<file path="config.mk">
export PLATFORM = sky130hd
export DESIGN_NAME = time_keeper
export DESIGN_NICKNAME = d
export VERILOG_FILES = /design/src/rtl/time_pkg.sv /design/src/rtl/debounce.sv /design/src/rtl/time_keeper.sv
export SDC_FILE = /design/constraint.sdc
export NUM_CORES = 1
export LEC_CHECK = 0
export CAP_MARGIN = 30
export CORE_ASPECT_RATIO = 0.6
export CORE_MARGIN = 2
export CORE_UTILIZATION = 45
export CTS_BUF_LIST = sky130_fd_sc_hd__clkbuf_16
export DETAILED_ROUTE_END_ITERATION = 7
export PLACE_DENSITY_LB_ADDON = 0.2
export RECOVER_POWER = 50
export SLEW_MARGIN = 20
export SYNTH_ARGS = -nofsm -noshare
export SYNTH_HDL_FRONTEND = slang
export SYNTH_HIERARCHICAL = 1
export SYNTH_SLANG_ARGS = --single-unit
</file>
<file path="constraint.sdc">
create_clock -name clk -period 2.15 [get_ports clk]
set_input_delay 0.43 -clock clk [delete_from_list [all_inputs] [get_ports clk]]
set_output_delay 0.43 -clock clk [all_outputs]
set_load 0.01 [all_outputs]
</file>
<file path="src/rtl/time_pkg.sv">
// rtl/time_pkg.sv - digit widths, BCD limits and digit-increment helpers for time_keeper
// Purpose: shared constants and pure functions for the BCD time counter chain.
// Contents: field widths, limit constants, minute/hour BCD structs, increment helpers.
package time_pkg;

  localparam int SEC_W       = 6;
  localparam int MIN_ONES_W  = 4;
  localparam int MIN_TENS_W  = 3;
  localparam int HOUR_ONES_W = 4;
  localparam int HOUR_TENS_W = 2;

  localparam logic [SEC_W-1:0]       SEC_MAX            = 6'd59;
  localparam logic [3:0]             DIGIT_MAX          = 4'd9;
  localparam logic [MIN_TENS_W-1:0]  MIN_TENS_MAX       = 3'd5;
  localparam logic [HOUR_TENS_W-1:0] HOUR_TENS_MAX      = 2'd2;
  localparam logic [HOUR_ONES_W-1:0] HOUR_ONES_MAX_AT_2 = 4'd3;

  typedef struct packed {
    logic [MIN_TENS_W-1:0] tens;
    logic [MIN_ONES_W-1:0] ones;
  } min_t;

  typedef struct packed {
    logic [HOUR_TENS_W-1:0] tens;
    logic [HOUR_ONES_W-1:0] ones;
  } hour_t;

  // Out-of-range digits use >= so a forced illegal value wraps to 0 on its next increment.
  function automatic min_t min_inc(input min_t cur);
    min_t nxt;
    if (cur.ones >= DIGIT_MAX) begin
      nxt.ones = '0;
      nxt.tens = (cur.tens >= MIN_TENS_MAX) ? '0 : cur.tens + 1'b1;
    end else begin
      nxt.ones = cur.ones + 1'b1;
      nxt.tens = cur.tens;
    end
    return nxt;
  endfunction

  function automatic logic min_wraps(input min_t cur);
    return (cur.ones >= DIGIT_MAX) && (cur.tens >= MIN_TENS_MAX);
  endfunction

  // 23 -> 00; otherwise ordinary BCD carry from ones into tens.
  function automatic hour_t hour_inc(input hour_t cur);
    hour_t nxt;
    if (((cur.tens >= HOUR_TENS_MAX) && (cur.ones >= HOUR_ONES_MAX_AT_2)) ||
        (cur.tens > HOUR_TENS_MAX)) begin
      nxt = '0;
    end else if (cur.ones >= DIGIT_MAX) begin
      nxt.ones = '0;
      nxt.tens = cur.tens + 1'b1;
    end else begin
      nxt.ones = cur.ones + 1'b1;
      nxt.tens = cur.tens;
    end
    return nxt;
  endfunction

endpackage

</file>
<file path="src/rtl/debounce.sv">
// rtl/debounce.sv - 2-FF synchronizer, stability-counter debouncer and rising-edge pulse
// Purpose: turn a raw asynchronous button into a single-cycle press pulse.
// Ports: clk, rst_n (async, active-low), btn_raw (async, active-high),
//        pulse (one cycle, registered, on each accepted low->high transition).
module debounce #(
  parameter int DEBOUNCE_CYCLES = 120_000
) (
  input  logic clk,
  input  logic rst_n,
  input  logic btn_raw,
  output logic pulse
);

  localparam int CNT_W = (DEBOUNCE_CYCLES > 1) ? $clog2(DEBOUNCE_CYCLES) : 1;
  localparam logic [CNT_W-1:0] CNT_LAST = CNT_W'(DEBOUNCE_CYCLES - 1);

  logic             sync1_q, sync1_d;
  logic             sync2_q, sync2_d;
  logic             level_q, level_d;
  logic             pulse_q, pulse_d;
  logic [CNT_W-1:0] cnt_q, cnt_d;

  // cnt_q holds how many consecutive earlier cycles the synchronized input has
  // disagreed with the accepted level; any agreeing cycle restarts it.
  always_comb begin
    sync1_d = btn_raw;
    sync2_d = sync1_q;
    level_d = level_q;
    pulse_d = 1'b0;
    cnt_d   = '0;
    if (sync2_q != level_q) begin
      if (cnt_q == CNT_LAST) begin
        level_d = sync2_q;
        pulse_d = sync2_q;
      end else begin
        cnt_d = cnt_q + 1'b1;
      end
    end
  end

  always_ff @(posedge clk or negedge rst_n) begin
    if (!rst_n) begin
      sync1_q <= 1'b0;
      sync2_q <= 1'b0;
      level_q <= 1'b0;
      pulse_q <= 1'b0;
      cnt_q   <= '0;
    end else begin
      sync1_q <= sync1_d;
      sync2_q <= sync2_d;
      level_q <= level_d;
      pulse_q <= pulse_d;
      cnt_q   <= cnt_d;
    end
  end

  assign pulse = pulse_q;

endmodule

</file>
<file path="src/rtl/time_keeper.sv">
// rtl/time_keeper.sv - 1 Hz prescaler and 24-hour BCD clock with debounced set buttons
// Purpose: divide clk to a one-second tick and keep HH:MM:SS (seconds binary, rest BCD).
// Ports: clk, rst_n (async, active-low), btn_hour / btn_min (raw async buttons),
//        sec_tick (one-cycle pulse per second), seconds, min_ones, min_tens,
//        hour_ones, hour_tens (all registered).
module time_keeper
  import time_pkg::*;
#(
  parameter int CLK_HZ          = 12_000_000,
  parameter int DEBOUNCE_CYCLES = 120_000
) (
  input  logic       clk,
  input  logic       rst_n,
  input  logic       btn_hour,
  input  logic       btn_min,
  output logic       sec_tick,
  output logic [5:0] seconds,
  output logic [3:0] min_ones,
  output logic [2:0] min_tens,
  output logic [3:0] hour_ones,
  output logic [1:0] hour_tens
);

  localparam int PRESC_W = (CLK_HZ > 1) ? $clog2(CLK_HZ) : 1;
  localparam logic [PRESC_W-1:0] PRESC_LAST = PRESC_W'(CLK_HZ - 1);

  logic               hour_pulse, min_pulse;
  logic [PRESC_W-1:0] presc_q, presc_d;
  logic [SEC_W-1:0]   sec_q, sec_d;
  min_t               min_q, min_d;
  hour_t              hour_q, hour_d;
  logic               sec_tick_q, sec_tick_d;
  logic               hour_carry;

  debounce #(.DEBOUNCE_CYCLES(DEBOUNCE_CYCLES)) u_deb_hour (
    .clk     (clk),
    .rst_n   (rst_n),
    .btn_raw (btn_hour),
    .pulse   (hour_pulse)
  );

  debounce #(.DEBOUNCE_CYCLES(DEBOUNCE_CYCLES)) u_deb_min (
    .clk     (clk),
    .rst_n   (rst_n),
    .btn_raw (btn_min),
    .pulse   (min_pulse)
  );

  // A minute press restarts the second, so it swallows a coincident tick.
  // An hour press replaces any tick carry into hours rather than adding to it.
  always_comb begin
    presc_d    = presc_q + 1'b1;
    sec_d      = sec_q;
    min_d      = min_q;
    hour_d     = hour_q;
    sec_tick_d = 1'b0;
    hour_carry = 1'b0;
    if (min_pulse) begin
      presc_d = '0;
      sec_d   = '0;
      min_d   = min_inc(min_q);
    end else if (presc_q >= PRESC_LAST) begin
      presc_d    = '0;
      sec_tick_d = 1'b1;
      if (sec_q >= SEC_MAX) begin
        sec_d      = '0;
        min_d      = min_inc(min_q);
        hour_carry = min_wraps(min_q);
      end else begin
        sec_d = sec_q + 1'b1;
      end
    end
    if (hour_pulse || hour_carry) begin
      hour_d = hour_inc(hour_q);
    end
  end

  always_ff @(posedge clk or negedge rst_n) begin
    if (!rst_n) begin
      presc_q    <= '0;
      sec_q      <= '0;
      min_q      <= '0;
      hour_q     <= '0;
      sec_tick_q <= 1'b0;
    end else begin
      presc_q    <= presc_d;
      sec_q      <= sec_d;
      min_q      <= min_d;
      hour_q     <= hour_d;
      sec_tick_q <= sec_tick_d;
    end
  end

  assign sec_tick  = sec_tick_q;
  assign seconds   = sec_q;
  assign min_ones  = min_q.ones;
  assign min_tens  = min_q.tens;
  assign hour_ones = hour_q.ones;
  assign hour_tens = hour_q.tens;

endmodule

</file>
=== After elaboration in Yosys (flattened, before gate mapping) ===
Cells that the tools add are included.

* Memory bits (read-only): 0
* Flip-flop bits (word level): 86
* Memories kept: 0
* Latch bits: 0
* Memory bits (writable): 0
* Input bits: 4

* Reductions and logical operators: 11
* Mux-type cells: 25
* Bitwise operators: 0
* $add $sub $neg: 8
* Equality and inequality tests: 4
* Divide/modulo/power cells: 0
* Order comparisons: 8
* Shifts and indexed selects: 0
* Multipliers: 0

{| class="wikitable"
|+ Operators by type and width
! operator !! count
|-
| 2-to-1 mux 17 bit || 4
|-
| 2-to-1 mux 24 bit || 2
|-
| adder 17 x 1 -> 17 bit, second input constant || 2
|-
| == test 17 bit, second input constant || 2
|-
| 2-to-1 mux 6 bit || 5
|-
| 2-to-1 mux 7 bit || 4
|-
| adder 24 x 1 -> 24 bit, second input constant || 1
|-
| greater-or-equal comparator 24 bit, second input constant || 1
|-
| 2-to-1 mux 1 bit || 9
|-
| adder 4 x 1 -> 4 bit, second input constant || 2
|-
| greater-or-equal comparator 4 bit, second input constant || 2
|-
| AND reduction 2 bit || 4
|-
| adder 6 x 1 -> 6 bit, second input constant || 1
|-
| greater-or-equal comparator 6 bit, second input constant || 1
|-
| nonzero test 2 bit || 3
|-
| greater-or-equal comparator 4 x 2 -> 1 bit, second input constant || 1
|-
| adder 3 x 1 -> 3 bit, second input constant || 1
|-
| greater-or-equal comparator 3 bit, second input constant || 1
|-
| 2-to-1 mux 3 bit || 1
|-
| adder 2 x 1 -> 2 bit, second input constant || 1
|-
| greater-or-equal comparator 2 bit, second input constant || 1
|-
| > comparator 2 bit, second input constant || 1
|-
| logical AND 1 bit || 2
|-
| logical OR 1 bit || 2
|-
| != test 1 bit || 2
|}

=== Logic depth before layout (Yosys ltp) ===
Gate-level depths: netlist (run 1).

* Depth after elaboration: 7
* Gate-level depth with buffers: 7
* Depth with buffers taken out: 7

=== Modules after synthesis ===
The synthesis (run 1) kept the hierarchy.

{| class="wikitable"
|+ Modules (own cells, without submodules)
! module !! times used !! sequential area each (um^2) !! cells an instance !! area each (um^2)
|-
| time_keeper || 1 || 1,101.1 || 250 || 2,431.1
|-
| debounce || 2 || 525.5 || 93 || 992.2
|}

=== Least setup slack after synthesis (run 1) ===
Ideal clock, no wire load.

* Path kind: flip-flop to flip-flop
* From: register min_q (netlist bit min_ones[0])
* To: register hour_q (netlist bit hour_ones[0])
* Setup time: 0.125 ns
* Setup slack: -0.021 ns
* Stages on the path, launching flop included: 8
* Data arrival time: 2.046 ns
* Cells stage by stage: dfrtp_1 > inv_1 > ha_1 > nor3b_1 > or4b_1 > nor2_1 > a21o_1 > mux2_2

* Cells in the longest elaborated chain, start to end: 6

{| class="wikitable"
|+ Ends and longest elaborated chain
! what !! line !! source
|-
| start, declared || time_keeper.sv:30 || <nowiki>min_t min_q, min_d;</nowiki>
|-
| start signal, assigned || time_keeper.sv:88 || <nowiki>min_q <= min_d;</nowiki>
|-
| greater-or-equal comparator 4 bit || time_pkg.sv:42 || <nowiki>return (cur.ones >= DIGIT_MAX) && (cur.tens >= MIN_TENS_MAX);</nowiki>
|-
| logical AND 1 bit || time_pkg.sv:42 ||
|-
| 2-to-1 mux 1 bit || time_keeper.sv:65 || <nowiki>if (sec_q >= SEC_MAX) begin</nowiki>
|-
| 2-to-1 mux 1 bit || time_keeper.sv:62 || <nowiki>end else if (presc_q >= PRESC_LAST) begin</nowiki>
|-
| 2-to-1 mux 1 bit || time_keeper.sv:58 || <nowiki>if (min_pulse) begin</nowiki>
|-
| logical OR 1 bit || time_keeper.sv:73 || <nowiki>if (hour_pulse || hour_carry) begin</nowiki>
|-
| end signal, assigned || time_keeper.sv:89 || <nowiki>hour_q <= hour_d;</nowiki>
|-
| end, declared || time_keeper.sv:31 || <nowiki>hour_t hour_q, hour_d;</nowiki>
|}

Every way passes these cells.
A chain may end at the register's enable or synchronous reset.

=== Final worst setup path (run 1) ===
* From: register presc_q[0]
* To: register hour_q (netlist bit hour_ones[3])

* Cells in the longest elaborated chain, start to end: 4

{| class="wikitable"
|+ Ends and longest elaborated chain
! what !! line !! source
|-
| start, declared || time_keeper.sv:28 || <nowiki>logic [PRESC_W-1:0] presc_q, presc_d;</nowiki>
|-
| start signal, assigned || time_keeper.sv:86 || <nowiki>presc_q <= presc_d;</nowiki>
|-
| greater-or-equal comparator 24 bit || time_keeper.sv:62 ||
|-
| 2-to-1 mux 1 bit || time_keeper.sv:62 ||
|-
| 2-to-1 mux 1 bit || time_keeper.sv:58 ||
|-
| logical OR 1 bit || time_keeper.sv:73 ||
|}

Every way passes these cells.

==> results of run 1 <==
## cells in the mapped netlist (all sizes together), types with 3 or more instances
cell	instances
nand3	25
or4b	3
or4	4
nor4	12
nand2	30
nor3b	6
a21oi	11
dfrtp	86
mux2	5
inv	17
xnor2	27
o21ai	10
nor3	7
or3	8
nor2	69
a41oi	4
clkbuf	8
ha	13
xor2	23
and3	5
nand4	20
and4	5
buf	3
## power by group
part / internal, mW / switching, mW / total [mW]
logic: 0.0219 / 0.0516 / 0.0735
registers: 1.63 / 0.0176 / 1.65
clock network: 0.891 / 0.623 / 1.51
## registers in the layout (all words and copies together) (netlist names), 2 cells and up
register          cells
hour_ones             4
hour_tens             2
min_ones              4
min_tens              3
presc_q              24
seconds               6
u_deb_hour/cnt_q     17
u_deb_min/cnt_q      17
## cells in the final DEF (no fill, tap or decap), types with 3 or more instances in the layout
| cell type | netlist | routed |
|---|---|---|
| inv_1 | 17 | 18 |
| or4_4 | 3 | 4 |
| nor3b_1 | 6 | 6 |
| xor2_1 | 23 | 23 |
| buf_4 | 0 | 20 |
| and4_1 | 5 | 5 |
| and3_1 | 3 | 3 |
| dlygate4sd3_1 | 0 | 8 |
| dfrtp_1 | 86 | 86 |
| nor3_1 | 6 | 6 |
| nor4_1 | 12 | 12 |
| clkdlybuf4s50_1 | 0 | 15 |
| clkbuf_16 | 0 | 9 |
| nand2_1 | 28 | 28 |
| ha_1 | 13 | 13 |
| o21ai_0 | 9 | 9 |
| nand4_1 | 20 | 20 |
| a21oi_1 | 11 | 11 |
| nor2_1 | 69 | 68 |
| or3_1 | 8 | 8 |
| xnor2_1 | 27 | 27 |
| a41oi_1 | 4 | 4 |
| nand3_1 | 25 | 25 |
## layout make-up
cell class,instances,area (um2)
flip-flops and latches,86,2152
clock inverters,7,66.31
well taps,130,162.7
inverters,17,63.81
fillers,841,4106
multi-input cells,322,2177
clock buffers,9,225.2
repair buffers,45,404.1
## final timing paths
| path | end | start | slack (ns) |
|---|---|---|---|
| max in group asynchronous | min_ones[3] | rst_n | 0.31 |
| min in group asynchronous | presc_q[12] | rst_n | 0.90 |
| worst max register to register | hour_ones[3] | presc_q[0] | 0.06 |
| worst min register to register | u_deb_hour/sync2_q | u_deb_hour/sync1_q | 0.35 |
| worst min-delay path | u_deb_hour/sync2_q | u_deb_hour/sync1_q | 0.35 |
| worst max-delay path | hour_ones[3] | presc_q[0] | 0.06 |
## per-layer routing
metal  track usage (%)  up-vias  wire, um
met4             5.761        0        53
met5                 0        -         0
li1                  -     1635         -
met2             26.61       52      3737
met1             26.37     1611      4829
met3             5.493        6       332
## logic make-up after synthesis
group | synth area share (%)
and+or+nand+nor | 25.45
adders and majority gates | 3.684
AOI/OAI and AO/OA | 7.424
xor gates and xnor gates | 9.918
DFF | 48.74
buffers and inverters | 2.890
muxes | 1.899
## worst register-to-register path: cells and delay by family (launching register included)
family	cells	cell delay, ns
compound gates	3	0.84
simple gates	2	0.61
flops	1	0.38
fa+ha+maj	1	0.19
## what timing repair did
item                                    CTS  global route
hold buffers                              1             0
endpoints found under the hold margin    22             0
endpoints found under the setup margin    0            12
gates resized for setup                   0             7
setup buffers                             0             1
## per-stage QoR
step	hold slack (ns)	setup WS [ns]	setup TNS, ns	instance area, um2	instances
global placement	0.3363	0.09831	0	4908	598
floorplan	0.1344	0.01513	0	4419	436
CTS	0.3497	0.004930	0	5210	615
finish	0.3489	0.06341	0	5251	616
detailed placement	0.3355	0.02247	0	4908	598
global route	0.3626	-0.001681	-0.001681	5251	616
==> results.md, run 1 <==
- Status: finished, final reports clean
- Row Count: 27
- Arrival time worst endpoint: 2.35 ns
- Count of final max-slew check failures: 0
- CP Capture Type: flop
- Finished Core Util: 56.12%
- Flops & latches, synth: 86
- Vias: 3,304
- Final Cycle Share: 97.05%
- DR iter-0 viols: 173
- Crit Path Max Fanout: 12
- Share of cells above drive strength 1: 12.76%
- Vias in the first global route: 3,178
- Required time of the critical path: 2.41 ns
- Leak: 2.245 nW
- Largest net degree at the start of global routing: 65
- DP Wirelength: 6.276 mm
- Critical path, cell by cell: ha_1 -> nand2_1 -> o311a_4 -> o21a_2 -> or4_4 -> a22oi_2
- Slew HR: 15.34%
- Synth Flop Type: dfrtp_1
- Synth top area share: 48.74%
- Overall routed net length: 8.951 mm
- Worst path bufs/invs: 0
- Top delay family on crit path: compound AO/OA/AOI/OAI gates
- Startpoint types: flop
- Final Power: 3.236 mW
- Num CTS Buffers: 9
- CTS max path bufs: 2
- Register area share after synthesis: 48.74%
- Max Fclk: 0.4793 GHz
- Worst slew pin tran: 1.270 ns
- Crit path max-delay cell type: or4_4
- Clk_skew: 0.003952 ns
- Grt total ovfl: 0
- WS Path Type: flop to flop
- Unrepaired setup endpoints after global routing: true
- Port buffer count: 23
- Total clock sinks: 86
- CTS tree: done
- Max Cap Viol: 0
- Final nets: 498
- Top cell type by total area after synthesis: dfrtp_1
- Hold Path Class: flop to flop
- Post-route ant nets: 0
- Overall routing resource usage: 18.32%
- Initial antenna violation count: 0
- Share of flip-flops with an asynchronous set or reset: 100.0%
- Ant diodes: 0
- Synth area leaders: dfrtp_1, nor2_1, xnor2_1
- Clk pin slew, worst setup/hold paths: 0.06 ns
- Worst R2R Path Depth: 6
- CP peak stage delay: 0.53 ns
- Clock root cell: clkbuf_16
- P per Cell Area: 616.3 nW/um2
- Synth warn: 6
- Post-synth net total: 453
- Die Span X: 131.9 um
- Initial Util: 47.19%
- Clk_lat worst skew: 0.34 ns
- Post-synth EDFFs: 0
- Final hold violation count: 0
- DRC: 0
- Vias per cell: 5.364
- Core Region: 9358 um2
- Distinct cell type count after synthesis: 58
- WL/cell: 14.53 um
- First-pass GRT wire length: 15.41 mm
- Die area: 10,650 um2
- Area grow syn2layout: 18.93%
- Global placement routability congestion: 0.8632
- VDD IR max: 0.5048 mV
- Gate Count Post-Synth: 436
- Final count of negative-setup-slack endpoints: 0
- H-Tree Depth: 3
- Mean area per synthesized cell: 10.13 um2
- Final worst path period need: 2.087 ns
- Die Height: 80.73 um
- Mapped Area: 4415 um2
- WHS Path Cells: 0
- Cell count along the critical path: 6
- DR pass1 iterations: 4
- IO Count: 24
No activity file was read; power rests on OpenSTA's default activity.
==> run 2: changes to the inputs <==
--- a/config.mk
+++ b/config.mk
@@ -5,11 +5,11 @@
 export SDC_FILE = /design/constraint.sdc
 export NUM_CORES = 1
 export LEC_CHECK = 0
+export ABC_CLOCK_PERIOD_IN_PS = 2150
 export CAP_MARGIN = 30
 export CORE_ASPECT_RATIO = 0.6
 export CORE_MARGIN = 2
 export CORE_UTILIZATION = 45
-export CTS_BUF_LIST = sky130_fd_sc_hd__clkbuf_16
 export DETAILED_ROUTE_END_ITERATION = 7
 export PLACE_DENSITY_LB_ADDON = 0.2
 export RECOVER_POWER = 50
==> results.md, run 2 (synthesis results as in run 1) <==
- Status: finished, final reports clean
- Finished Core Util: 56.22%
- Top flop regs: presc_q x24, u_deb_hour/cnt_q x17, u_deb_min/cnt_q x17
- Final hold violation count: 0
- DR iter-0 viols: 177
- Crit Path Max Fanout: 12
- Die Height: 80.73 um
- CP Capture Type: flop
- IO Count: 24
- Startpoint types: flop
- Overall routing resource usage: 18.31%
- Final instance area: 5261 um2
- CTS tree: done
- Grt total ovfl: 0
- Final Cycle Share: 97.09%
- Largest register FFs: 24
- Row Count: 27
- Leak: 2.246 nW
- Die area: 10,650 um2
- Max Fclk: 0.4791 GHz
- Post-route ant nets: 0
- WS Path Type: flop to flop
- Critical path, cell by cell: ha_1 -> nand2_1 -> o311a_4 -> o21a_2 -> or4_4 -> a22oi_2
- Ant diodes: 0
- Top reg by flops: presc_q
- Register area: 2152 um2
- Filler Cell Count: 839
- DP Wirelength: 6.276 mm
- Smallest hold slack: 0.3489 ns
- Fin Setup TNS: 0 ns
- Clk_skew: 0.004561 ns
- VDD IR max: 0.5043 mV
- Hold Path Class: flop to flop
- Top delay family on crit path: compound AO/OA/AOI/OAI gates
- Slew HR: 14.92%
- WL/cell: 14.56 um
- Overall routed net length: 8.970 mm
- Core Region: 9358 um2
- Area after DPL: 4908 um2
- Arrival time worst endpoint: 2.35 ns
- Worst slew pin tran: 1.276 ns
- CP peak stage delay: 0.53 ns
- Required time of the critical path: 2.41 ns
- Crit path max-delay cell type: or4_4
- Global placement routability congestion: 0.8632
- Largest net degree at the start of global routing: 65
- Area grow syn2layout: 19.16%
- Initial antenna violation count: 0
- Worst slack at placement: 0.02247 ns
- CTS max path bufs: 2
- Most common cell after layout, fill and taps aside: dfrtp_1
- Final worst path period need: 2.087 ns
- Max Cap Viol: 0
- First-pass GRT wire length: 15.40 mm
- PnR worst setup slack: 0.06256 ns
- Share of cells above drive strength 1: 12.96%
- Clk pin slew, worst setup/hold paths: 0.06 ns
- Final nets: 498
- DRC: 0
- Vias per cell: 5.357
- Clk_lat worst skew: 0.34 ns
- Commonest non-fill, non-tap cells in the layout: dfrtp_1, nor2_1, nand2_1, xnor2_1, nand3_1
- Worst path bufs/invs: 0
- Vias: 3,300
- Total clock sinks: 86
- Vias in the first global route: 3,172
- Port buffer count: 23
- H-Tree Depth: 3
- Count of final max-slew check failures: 0
- DR pass1 iterations: 4
- Multi-input logic area: 2177 um2
- P per Cell Area: 622.6 nW/um2
- Final count of negative-setup-slack endpoints: 0
- Initial Util: 47.19%
- Die Span X: 131.9 um
- Num CTS Buffers: 9
- Clock root cell: clkbuf_16
-- run 2: cell count changes in the layout (fill, tap and decap cells not counted), sizes merged --
cell / previous run / this run
clkbuf: 10 / 12
clkinv: 3 / 2
inv: 18 / 17
-- run 2: path summary, 6_finish.rpt --
check / start / slack [ns] / cells after the start / end
max in group asynchronous: rst_n / 0.31 / 3 / presc_q[3]
worst max-delay path: presc_q[0] / 0.06 / 6 / hour_ones[3]
min in group asynchronous: rst_n / 0.90 / 2 / presc_q[12]
worst min register to register: u_deb_hour/sync1_q / 0.35 / 0 / u_deb_hour/sync2_q
worst max register to register: presc_q[0] / 0.06 / 6 / hour_ones[3]
worst min-delay path: u_deb_hour/sync1_q / 0.35 / 0 / u_deb_hour/sync2_q
-- run 2: area by class of cell --
type                            count  area share (%)
Clock buffer                       11           4.614
Timing Repair Buffer               45           7.681
Multi-Input combinational cell    322           41.38
Inverter                           17           1.213
Tap cell                          130           3.092
Sequential cell                    86           40.90
Clock inverter                      5           1.118
-- run 2: timing repair --
| action | 4_1_cts | 5_1_grt |
|---|---|---|
| gates resized for setup | 0 | 7 |
| hold buffers | 1 | 0 |
| endpoints found under the setup margin | 0 | 12 |
| endpoints found under the hold margin | 22 | 0 |
| buffers inserted | 0 | 1 |
-- run 2: through the flow --
step                total power, mW  std cells
CTS                           3.323        615
global placement              1.755        598
finish                        3.276        616
global route                  3.435        616
floorplan                     1.706        436
detailed placement            1.755        598
-- run 2: power breakdown --
group | switching, mW | internal [mW] | total, mW
clock network | 0.622 | 0.931 | 1.55
registers | 0.0176 | 1.63 | 1.65
logic | 0.0516 | 0.0220 | 0.0735
-- run 2: per-layer routing --
metal | track usage (%) | share of wire [%]
met5 | 0 | 0
met4 | 5.761 | 0.59
met3 | 5.493 | 4.0
met2 | 26.56 | 42
met1 | 26.37 | 53
-- run 2: worst register-to-register path, cell delays in order, from the launching register on --
cell and delay, ns:
dfrtp_1 0.38, ha_1 0.19, nand2_1 0.07, o311a_4 0.41, o21a_2 0.30, or4_4 0.54
a22oi_2 0.13
==> run 3: changes to the inputs <==
--- a/config.mk
+++ b/config.mk
@@ -7,7 +7,7 @@
 export LEC_CHECK = 0
 export ABC_CLOCK_PERIOD_IN_PS = 2150
 export CAP_MARGIN = 30
-export CORE_ASPECT_RATIO = 0.6
+export CORE_ASPECT_RATIO = 1.4
 export CORE_MARGIN = 2
 export CORE_UTILIZATION = 45
 export DETAILED_ROUTE_END_ITERATION = 7
==> results.md, run 3 (synthesis results as in run 1) <==
- Overall routing resource usage: 17.73%
- Leak: 2.223 nW
- Finished Core Util: 54.45%
- Vias in the first global route: 3,334
- H-Tree Depth: 3
- Most common cell after layout, fill and taps aside: dfrtp_1
- Initial antenna violation count: 0
- Num CTS Buffers: 9
- Count of final max-slew check failures: 0
- Placed insts: 598
- Core Region: 9512 um2
- Global placement routability congestion: 0.8827
- DRC: 0
- Initial Util: 46.42%
- Commonest non-fill, non-tap cells in the layout: dfrtp_1, nor2_1, nand2_1, xnor2_1, nand3_1
- Worst slew pin tran: 1.498 ns
- CTS max path bufs: 2
- Clock Power Share: 43.7%
- IO Count: 24
- Row Count: 42
- Final count of negative-setup-slack endpoints: 0
- Clock root cell: clkbuf_16
- Final nets: 496
- Die Span X: 87.72 um
- CTS tree: done
- Largest register FFs: 24
- DR iter-0 viols: 133
- P per Cell Area: 590.0 nW/um2
- Largest net degree at the start of global routing: 61
- Max Cap Viol: 1
- Vias: 3,309
- Final worst path period need: 2.073 ns
- CP peak stage delay: 0.57 ns
- Area grow syn2layout: 17.29%
- DR pass1 iterations: 4
- Status: finished, violations left
- Ant diodes: 0
- Unrepaired setup endpoints after global routing: true
- Max Fclk: 0.4824 GHz
- Post-route ant nets: 0
- Clk_lat worst skew: 0.34 ns
- Top delay family on crit path: simple AND/OR/NAND/NOR gates
- Fin Setup TNS: 0 ns
- Required time of the critical path: 2.37 ns
- Final hold violation count: 0
- First-pass GRT wire length: 14.86 mm
- Worst path bufs/invs: 1
- Seq pwr share: 53.9%
- VDD IR max: 0.4435 mV
- Critical path, cell by cell: inv_1 -> ha_1 -> nor3b_1 -> or4b_4 -> nor2_2 -> a21o_1 -> mux2_2
- Post-CTS Hold Fix Bufs: 0
- CP Capture Type: flop
- Crit Path Max Fanout: 4
- Net switching power figure: 0.6469 mW
- Fin cells: 613
- Total clock sinks: 86
- Failing checks: capacitance limit
- Top reg by flops: presc_q
- Die Height: 121.2 um
- Startpoint types: flop
- Grt total ovfl: 0
- WL/cell: 14.00 um
- Smallest hold slack: 0.3466 ns
- Final Cycle Share: 96.43%
- Share of cells above drive strength 1: 12.06%
- Vias per cell: 5.398
- WS Path Type: flop to flop
- Clk_skew: 0.005577 ns
- Arrival time worst endpoint: 2.29 ns
- Overall routed net length: 8.584 mm
- DP Wirelength: 6.056 mm
- Pint: 2.408 mW
- Crit path max-delay cell type: or4b_4
- Hold Path Class: flop to flop
- Slew HR: 0.1424%
- Die area: 10,630 um2
- Sw Ratio: 21.17%
- Clk pin slew, worst setup/hold paths: 0.06 ns
- Comb power frac: 2.4%
- Port buffer count: 23
- Top flop regs: presc_q x24, u_deb_hour/cnt_q x17, u_deb_min/cnt_q x17
- Final Power: 3.055 mW
run 3: cell types whose count changed in the layout (fill, tap and decap cells not counted), sizes merged:
cell,delta
clkinv,+1
bufinv,-1
buf,-1
clkinvlp,-2
dlygate4sd3,-2
clkbuf,-1
clkdlybuf4s50,+1
run 3: path summary, 6_finish.rpt:
kind,startpoint,end,slack (ns),depth (start not counted)
setup / recovery,min_ones[0],hour_ones[1],0.08,7
hold / removal,u_deb_hour/sync1_q,u_deb_hour/sync2_q,0.35,0
setup reg to reg,min_ones[0],hour_ones[1],0.08,7
hold reg to reg,u_deb_hour/sync1_q,u_deb_hour/sync2_q,0.35,0
max in group asynchronous,rst_n,u_deb_hour/cnt_q[8],0.51,2
min in group asynchronous,rst_n,hour_ones[2],0.44,1
run 3: timing repair:
action                                  CTS  global route
endpoints found under the hold margin     0             0
resized for setup                         0             6
endpoints found under the setup margin    0             8
setup buffers                             0             2
run 3: stage by stage:
step	area (um2)	setup slack (ns)
finish	5179	0.07684
global route	5179	-0.01218
CTS	5140	0.004838
detailed placement	4896	0.03528
global placement	4896	0.09969
floorplan	4419	0.01513
run 3: layout make-up:
cell class / count / area [um2]
Clock buffer: 10 / 229.0
Clock inverter: 3 / 15.01
Fill cell: 855 / 4333
Inverter: 17 / 63.81
Multi-Input combinational cell: 322 / 2176
Sequential cell: 86 / 2152
Tap cell: 132 / 165.2
Timing Repair Buffer: 43 / 377.9
run 3: layer usage:
metal  up-vias  part of all wire (%)  global-route usage (%)
met1      1622                    44                   21.41
li1       1623                     -                       -
met4         0                   2.0                   8.462
met5         -                     0                       0
met2        51                    52                   30.11
met3        13                   2.2                   3.129
run 3: power groups by stage:
| stage | registers (mW) | clock network [mW] | logic, mW |
|---|---|---|---|
| 3_3_place_gp | 1.68 | 0 | 0.0797 |
| 5_1_grt | 1.65 | 1.44 | 0.0881 |
| 4_1_cts | 1.65 | 1.38 | 0.0813 |
| 3_5_place_dp | 1.68 | 0 | 0.0813 |
| 2_1_floorplan | 1.67 | 0 | 0.0339 |
| 6_report | 1.65 | 1.33 | 0.0736 |
